[config.mk]
export PLATFORM = sky130hd
export DESIGN_NAME = alu_share_arbiter
export DESIGN_NICKNAME = d
export VERILOG_FILES = /design/src/rtl/alu_share_arbiter_pkg.sv /design/src/rtl/alu_rsp_slot.sv /design/src/rtl/alu_share_arbiter.sv
export SDC_FILE = /design/constraint.sdc
export NUM_CORES = 1
export LEC_CHECK = 0
export BUFFER_PORTS_ARGS = -buffer_cell sky130_fd_sc_hd__buf_2
export CAP_MARGIN = 10
export CORE_UTILIZATION = 53
export CTS_CLUSTER_DIAMETER = 100
export DETAILED_ROUTE_END_ITERATION = 16
export GPL_TIMING_DRIVEN = 0
export MAX_ROUTING_LAYER = met4
export PLACE_DENSITY_LB_ADDON = 0.3
export REMOVE_ABC_BUFFERS = 1
export SLEW_MARGIN = 20
export SYNTH_ARGS = -nofsm -noshare
export SYNTH_HDL_FRONTEND = slang
export SYNTH_HIERARCHICAL = 1
export SYNTH_SLANG_ARGS = --single-unit
[constraint.sdc]
create_clock -name clk -period 4 [get_ports clk]
set_input_delay 0.2 -clock clk [delete_from_list [all_inputs] [get_ports clk]]
set_output_delay 0.2 -clock clk [all_outputs]
set_load 0.1 [all_outputs]
[src/rtl/alu_share_arbiter_pkg.sv]
// Shared definitions for the ALU sharing arbiter.
//   ALU_*       : ALU control codes understood by the external ALU.
//   arb_state_e : arbiter state (IDLE accepts a request, EXEC drives the ALU).
package alu_share_arbiter_pkg;

    localparam logic [2:0] ALU_ZERO  = 3'd0;
    localparam logic [2:0] ALU_ADD   = 3'd1;
    localparam logic [2:0] ALU_SUB   = 3'd2;
    localparam logic [2:0] ALU_OR    = 3'd3;
    localparam logic [2:0] ALU_PASSB = 3'd4;

    typedef enum logic {
        IDLE = 1'b0,
        EXEC = 1'b1
    } arb_state_e;

endpackage

[src/rtl/alu_rsp_slot.sv]
// Per-requester response register: holds one ALU result until consumed.
//   clk, reset : clock, asynchronous active-low reset
//   load       : capture load_data and raise valid
//   load_data  : result to capture
//   drain      : requester consumes the held result (ignored when empty)
//   valid      : a result is held
//   result     : held result, stable while valid
module alu_rsp_slot
    import alu_share_arbiter_pkg::*;
#(
    parameter int unsigned WIDTH = 32
) (
    input  logic             clk,
    input  logic             reset,
    input  logic             load,
    input  logic [WIDTH-1:0] load_data,
    input  logic             drain,
    output logic             valid,
    output logic [WIDTH-1:0] result
);

    logic             valid_q, valid_d;
    logic [WIDTH-1:0] result_q, result_d;

    // The arbiter never loads a full slot, so load and drain cannot collide.
    always_comb begin
        valid_d  = valid_q;
        result_d = result_q;
        if (drain) begin
            valid_d = 1'b0;
        end
        if (load) begin
            valid_d  = 1'b1;
            result_d = load_data;
        end
    end

    always_ff @(posedge clk or negedge reset) begin
        if (!reset) begin
            valid_q  <= 1'b0;
            result_q <= '0;
        end else begin
            valid_q  <= valid_d;
            result_q <= result_d;
        end
    end

    assign valid  = valid_q;
    assign result = result_q;

endmodule

[src/rtl/alu_share_arbiter.sv]
// Round-robin sharing of one external combinational ALU between two requesters.
//   clk, reset            : clock, asynchronous active-low reset
//   req<i>_valid/ready    : operation handshake (a, b, op sampled on handshake)
//   rsp<i>_valid/ready    : result held until the requester consumes it
//   rsp<i>_result         : captured ALU result
//   alu_a, alu_b, alu_ctr : drive the ALU during EXEC, zero otherwise
//   alu_result            : ALU output, captured at the end of EXEC
module alu_share_arbiter
    import alu_share_arbiter_pkg::*;
#(
    parameter int unsigned WIDTH      = 32,
    parameter int unsigned OPW        = 3,
    parameter int unsigned FIRST_PRIO = 0
) (
    input  logic             clk,
    input  logic             reset,
    input  logic             req0_valid,
    output logic             req0_ready,
    input  logic [WIDTH-1:0] req0_a,
    input  logic [WIDTH-1:0] req0_b,
    input  logic [OPW-1:0]   req0_op,
    output logic             rsp0_valid,
    input  logic             rsp0_ready,
    output logic [WIDTH-1:0] rsp0_result,
    input  logic             req1_valid,
    output logic             req1_ready,
    input  logic [WIDTH-1:0] req1_a,
    input  logic [WIDTH-1:0] req1_b,
    input  logic [OPW-1:0]   req1_op,
    output logic             rsp1_valid,
    input  logic             rsp1_ready,
    output logic [WIDTH-1:0] rsp1_result,
    output logic [WIDTH-1:0] alu_a,
    output logic [WIDTH-1:0] alu_b,
    output logic [OPW-1:0]   alu_ctr,
    input  logic [WIDTH-1:0] alu_result
);

    // last_q names the previous winner; start it at the other requester so
    // FIRST_PRIO wins the first tie.
    localparam logic LAST_INIT = (FIRST_PRIO == 0) ? 1'b1 : 1'b0;

    arb_state_e       state_q, state_d;
    logic             last_q, last_d;
    logic [WIDTH-1:0] lat_a_q, lat_a_d;
    logic [WIDTH-1:0] lat_b_q, lat_b_d;
    logic [OPW-1:0]   lat_op_q, lat_op_d;
    logic             lat_id_q, lat_id_d;

    logic elig0, elig1, grant_any, grant_id;
    logic load0, load1;

    always_comb begin
        state_d  = state_q;
        last_d   = last_q;
        lat_a_d  = lat_a_q;
        lat_b_d  = lat_b_q;
        lat_op_d = lat_op_q;
        lat_id_d = lat_id_q;
        alu_a    = '0;
        alu_b    = '0;
        alu_ctr  = '0;

        // A slot still holding a result blocks its requester, even if it is
        // being drained this cycle.
        elig0     = req0_valid & ~rsp0_valid;
        elig1     = req1_valid & ~rsp1_valid;
        grant_any = (state_q == IDLE) & (elig0 | elig1);
        grant_id  = (elig0 & elig1) ? ~last_q : elig1;

        case (state_q)
            IDLE: begin
                if (grant_any) begin
                    state_d  = EXEC;
                    last_d   = grant_id;
                    lat_id_d = grant_id;
                    lat_a_d  = grant_id ? req1_a  : req0_a;
                    lat_b_d  = grant_id ? req1_b  : req0_b;
                    lat_op_d = grant_id ? req1_op : req0_op;
                end
            end
            EXEC: begin
                alu_a   = lat_a_q;
                alu_b   = lat_b_q;
                alu_ctr = lat_op_q;
                state_d = IDLE;
            end
            default: state_d = IDLE;
        endcase

        load0 = (state_q == EXEC) & ~lat_id_q;
        load1 = (state_q == EXEC) &  lat_id_q;
    end

    // Reset gates the readies directly so nothing is accepted while it is held.
    assign req0_ready = reset & grant_any & ~grant_id;
    assign req1_ready = reset & grant_any &  grant_id;

    always_ff @(posedge clk or negedge reset) begin
        if (!reset) begin
            state_q  <= IDLE;
            last_q   <= LAST_INIT;
            lat_a_q  <= '0;
            lat_b_q  <= '0;
            lat_op_q <= '0;
            lat_id_q <= 1'b0;
        end else begin
            state_q  <= state_d;
            last_q   <= last_d;
            lat_a_q  <= lat_a_d;
            lat_b_q  <= lat_b_d;
            lat_op_q <= lat_op_d;
            lat_id_q <= lat_id_d;
        end
    end

    alu_rsp_slot #(.WIDTH(WIDTH)) u_slot0 (
        .clk       (clk),
        .reset     (reset),
        .load      (load0),
        .load_data (alu_result),
        .drain     (rsp0_ready),
        .valid     (rsp0_valid),
        .result    (rsp0_result)
    );

    alu_rsp_slot #(.WIDTH(WIDTH)) u_slot1 (
        .clk       (clk),
        .reset     (reset),
        .load      (load1),
        .load_data (alu_result),
        .drain     (rsp1_ready),
        .valid     (rsp1_valid),
        .result    (rsp1_result)
    );

endmodule

==> flow_summary_export.csv <==
group,metric,value,unit
outcome,run_status,"completed",
die,fp.dieArea,14900,um^2
worst_setup_path,cp_data_required_time,3.80,ns
worst_setup_path,timing.critical_path.slowest_stage_cell,"sky130_fd_sc_hd__dfrtp_2",
synth,synth_enable_flop_cells,0,
cts,cts-hold-fix-buffers,1,
synth,synth-seq-cells,136,
timing,hold_viol_final,0,
worst_setup_path,buffers_plus_inverters_on_the_worst_setup_path,2,
cts,cts_tree,"built",
finish,nNetsFinal,1062,
grt,grt_util_all_layers,31.0,%
route,drt_first_pass_iters,5,
synth,synth_async_sr_flop_share,100,%
worst_setup_path,timing.rr.end,"lat_a_q[21]",
place,final_gp_congestion,0.814,
cts,clkTransAtPathRegs,0.06,ns
cts,numCtsBuffers,17,
synth,simple_logic_cell_fraction_of_the_synthesized_area,14.0,%
synth,synth_fa_ha_area_share,0,%
place,buffers_on_ports,306,
timing,slew-limit-headroom,26.8,%
min_path,hold_class,"input port to register",
grt,number_of_antenna_violations_at_the_first_check_in_global_routing,0,
finish,area_delta_synth_final,28.7,%
timing,max_freq,285,MHz
route,antenna_violating_nets_post_route,0,
timing,grt_setup_unrepaired,"false",
synth,netlist_area,7650,um^2
die,floorplan.io_pins,307,
job,drv_cap,0,
worst_setup_path,cp_data_arrival_time,3.31,ns
route,initialDrtViolationCount,630,
synth,synth_compound_gate_area_share,22.1,%
timing,finalCritPeriodShare,87.7,%
synth,yosysSeqAreaShare,44.5,%
synth,synth_top_cell_by_area,"sky130_fd_sc_hd__dfrtp_1",
grt,wire_length_of_the_first_global_routing_pass,34300,um
worst_setup_path,critical_path.top_delay_family,"simple AND/OR/NAND/NOR gates",
worst_setup_path,cp-start-kind,"register",
worst_setup_path,rr_worst_depth,4,
route,vias_per_cell,6.01,
timing,period_minus_slack,3.51,ns
timing,final_max_slew_viol_count,0,
route,drt-total-wl,22700,um
cts,clock_sinks,136,
worst_setup_path,crit_type,"register to output pin",
grt,grt_overflow,0,
worst_setup_path,r2r_slack,1.36,ns
route,route.vias.total,6514,
die,num_rows,43,
finish,final_common_cell,"sky130_fd_sc_hd__buf_2",
place,dp_cells,1050,
finish,filler_cell_count,997,
finish,antenna-diode-count,0,
synth,post_synth_inst_count,633,
synth,post_synth_mux_area_share,12.3,%
finish,layout_common_cells,"305 x sky130_fd_sc_hd__buf_2, 133 x sky130_fd_sc_hd__dfrtp_1, 67 x sky130_fd_sc_hd__and2_1, 67 x sky130_fd_sc_hd__o21ai_0, 67 x sky130_fd_sc_hd__and3b_1",
synth,synthesis.area_per_instance,12.1,um^2
cts,clkLatencyLatePin,0.42,ns
grt,pin_count_of_the_biggest_net_entering_global_routing,91,
die,fp.dieH,122,um
route,remaining_design_rule_violation_count,0,
min_path,whs_endpoint,"u_slot1/result[7]",
timing,tightestPinTransition,1.10,ns
cts,cts_post_setup_buffers_inserted,0,
synth,post_synth_main_area_contributors,"sky130_fd_sc_hd__dfrtp_1 44%, sky130_fd_sc_hd__mux2_4 11%, sky130_fd_sc_hd__and3b_1 7.8%",
finish,area.sequential,3410,um^2
cts,cts_buffer_depth,2,
cts,cts_root_buf,"sky130_fd_sc_hd__clkbuf_16",
synth,synth_top_family_by_area,"compound AO/OA/AOI/OAI gates",
grt,via_count_of_the_first_global_routing_pass,6520,
worst_setup_path,cpPeakStageDelay,0.77,ns
synth,synth_top_cell_area_share,44.2,%
cts,htree_levels,4,
timing,clock_skew,0.0141,ns
synth,post_synth_num_cell_types,28,
worst_setup_path,worst-path-max-fanout,69,
min_path,worstHoldStart,"alu_result[7]",
timing,timing.setup.tns,0,ns
timing,fin_hold_ws,0.0207,ns
worst_setup_path,r2r_start,"u_slot1/valid",
timing,count_of_final_setup_violators,0,
synth,synth.yosys.warnings,6,
synth,yosys_most_used_dff,"sky130_fd_sc_hd__dfrtp_1",
worst_setup_path,path_cells,"nand2b_4 -> a21o_4 -> clkinv_4 -> and3_1 -> buf_2",
place,detailed_place_hpwl,14600,um
synth,synth-xor-area-share,0,%
worst_setup_path,crit_path_end_kind,"output pin",
die,dieWidth,122,um
cts,cts_resized,0,
min_path,timing.hold.worst_path_depth,2,
die,design.core.area,14000,um^2
finish,final_layout_size_suffix_gt1_share,49.1,%
finish,multi_input_gate_area,3720,um^2
finish,final-instance-count-excl-fill,1083,
finish,final_core_utilization,70.4,%
die,start_util,54.7,%
route,routed_wire_length_per_instance,21.0,um
## cell families after synthesis
family                 after synthesis
buffers and inverters               84
multiplexers                        64
AO/OA/AOI/OAI                      206
flip-flops                         136
AND/OR/NAND/NOR                    143
## final cells by class
class | count | area share (%)
Multi-Input combinational cell | 413 | 37.8
Timing Repair Buffer | 319 | 18.1
Clock buffer | 22 | 4.82
Inverter | 3 | 0.165
Tap cell | 180 | 2.29
Clock inverter | 10 | 2.19
Sequential cell | 136 | 34.6
## flip-flops by register name (all words and copies together), names as in the netlist
register	flops
lat_a_q	32
lat_b_q	32
u_slot0/result	32
u_slot1/result	32
lat_op_q	3
last_q	1
lat_id_q	1
state_q	1
u_slot0/valid	1
u_slot1/valid	1
## routing by layer
layer	share of wire (%)	GRT usage [%]
met4	3.0	13.5
met3	8.2	9.22
met5	0	-
met2	49	49.5
met1	40	36.1
## worst max path at each step
| stage | startpoint | depth (start not counted) | end | slack, ns |
|---|---|---|---|---|
| 4_1_cts | u_slot1/valid | 5 | req0_ready | 0.51 |
| 5_1_grt | u_slot1/valid | 5 | req0_ready | 0.32 |
| 3_3_place_gp | u_slot1/valid | 5 | req0_ready | -2.59 |
| 6_report | u_slot1/valid | 5 | req0_ready | 0.49 |
| 2_1_floorplan | u_slot1/valid | 3 | req1_ready | -2.16 |
| 3_5_place_dp | req1_valid | 6 | req0_ready | 0.66 |
## cell usage after synthesis (10+ instances only)
cell type and instances:
sky130_fd_sc_hd__a221oi_1 56, sky130_fd_sc_hd__buf_2 11, sky130_fd_sc_hd__and3b_1 68, sky130_fd_sc_hd__a2bb2oi_2 10
sky130_fd_sc_hd__o21ai_0 67, sky130_fd_sc_hd__dfrtp_1 135, sky130_fd_sc_hd__a221oi_2 11, sky130_fd_sc_hd__mux2_4 58
sky130_fd_sc_hd__a2bb2oi_1 57, sky130_fd_sc_hd__clkbuf_1 44, sky130_fd_sc_hd__and2_1 68, sky130_fd_sc_hd__buf_6 10
## metrics by stage
step	worst slack [ns]	cell area (um^2)
after floorplan	-2.16	7110
after global placement	-2.59	8870
after detailed placement	0.664	9150
after CTS	0.507	9850
after global routing	0.322	9850
final	0.491	9850
## worst reg2reg max path, delay by kind of cell (launching register included)
| family | cells | cell delay [ns] |
|---|---|---|
| AND/OR/NAND/NOR | 1 | 0.74 |
| AO/OA/AOI/OAI | 2 | 0.59 |
| flip-flops | 1 | 0.77 |
| buffers and inverters | 1 | 0.42 |
Power is not shown: default switching activity piles up to over one toggle a cycle in this logic, so the estimate is an artifact.
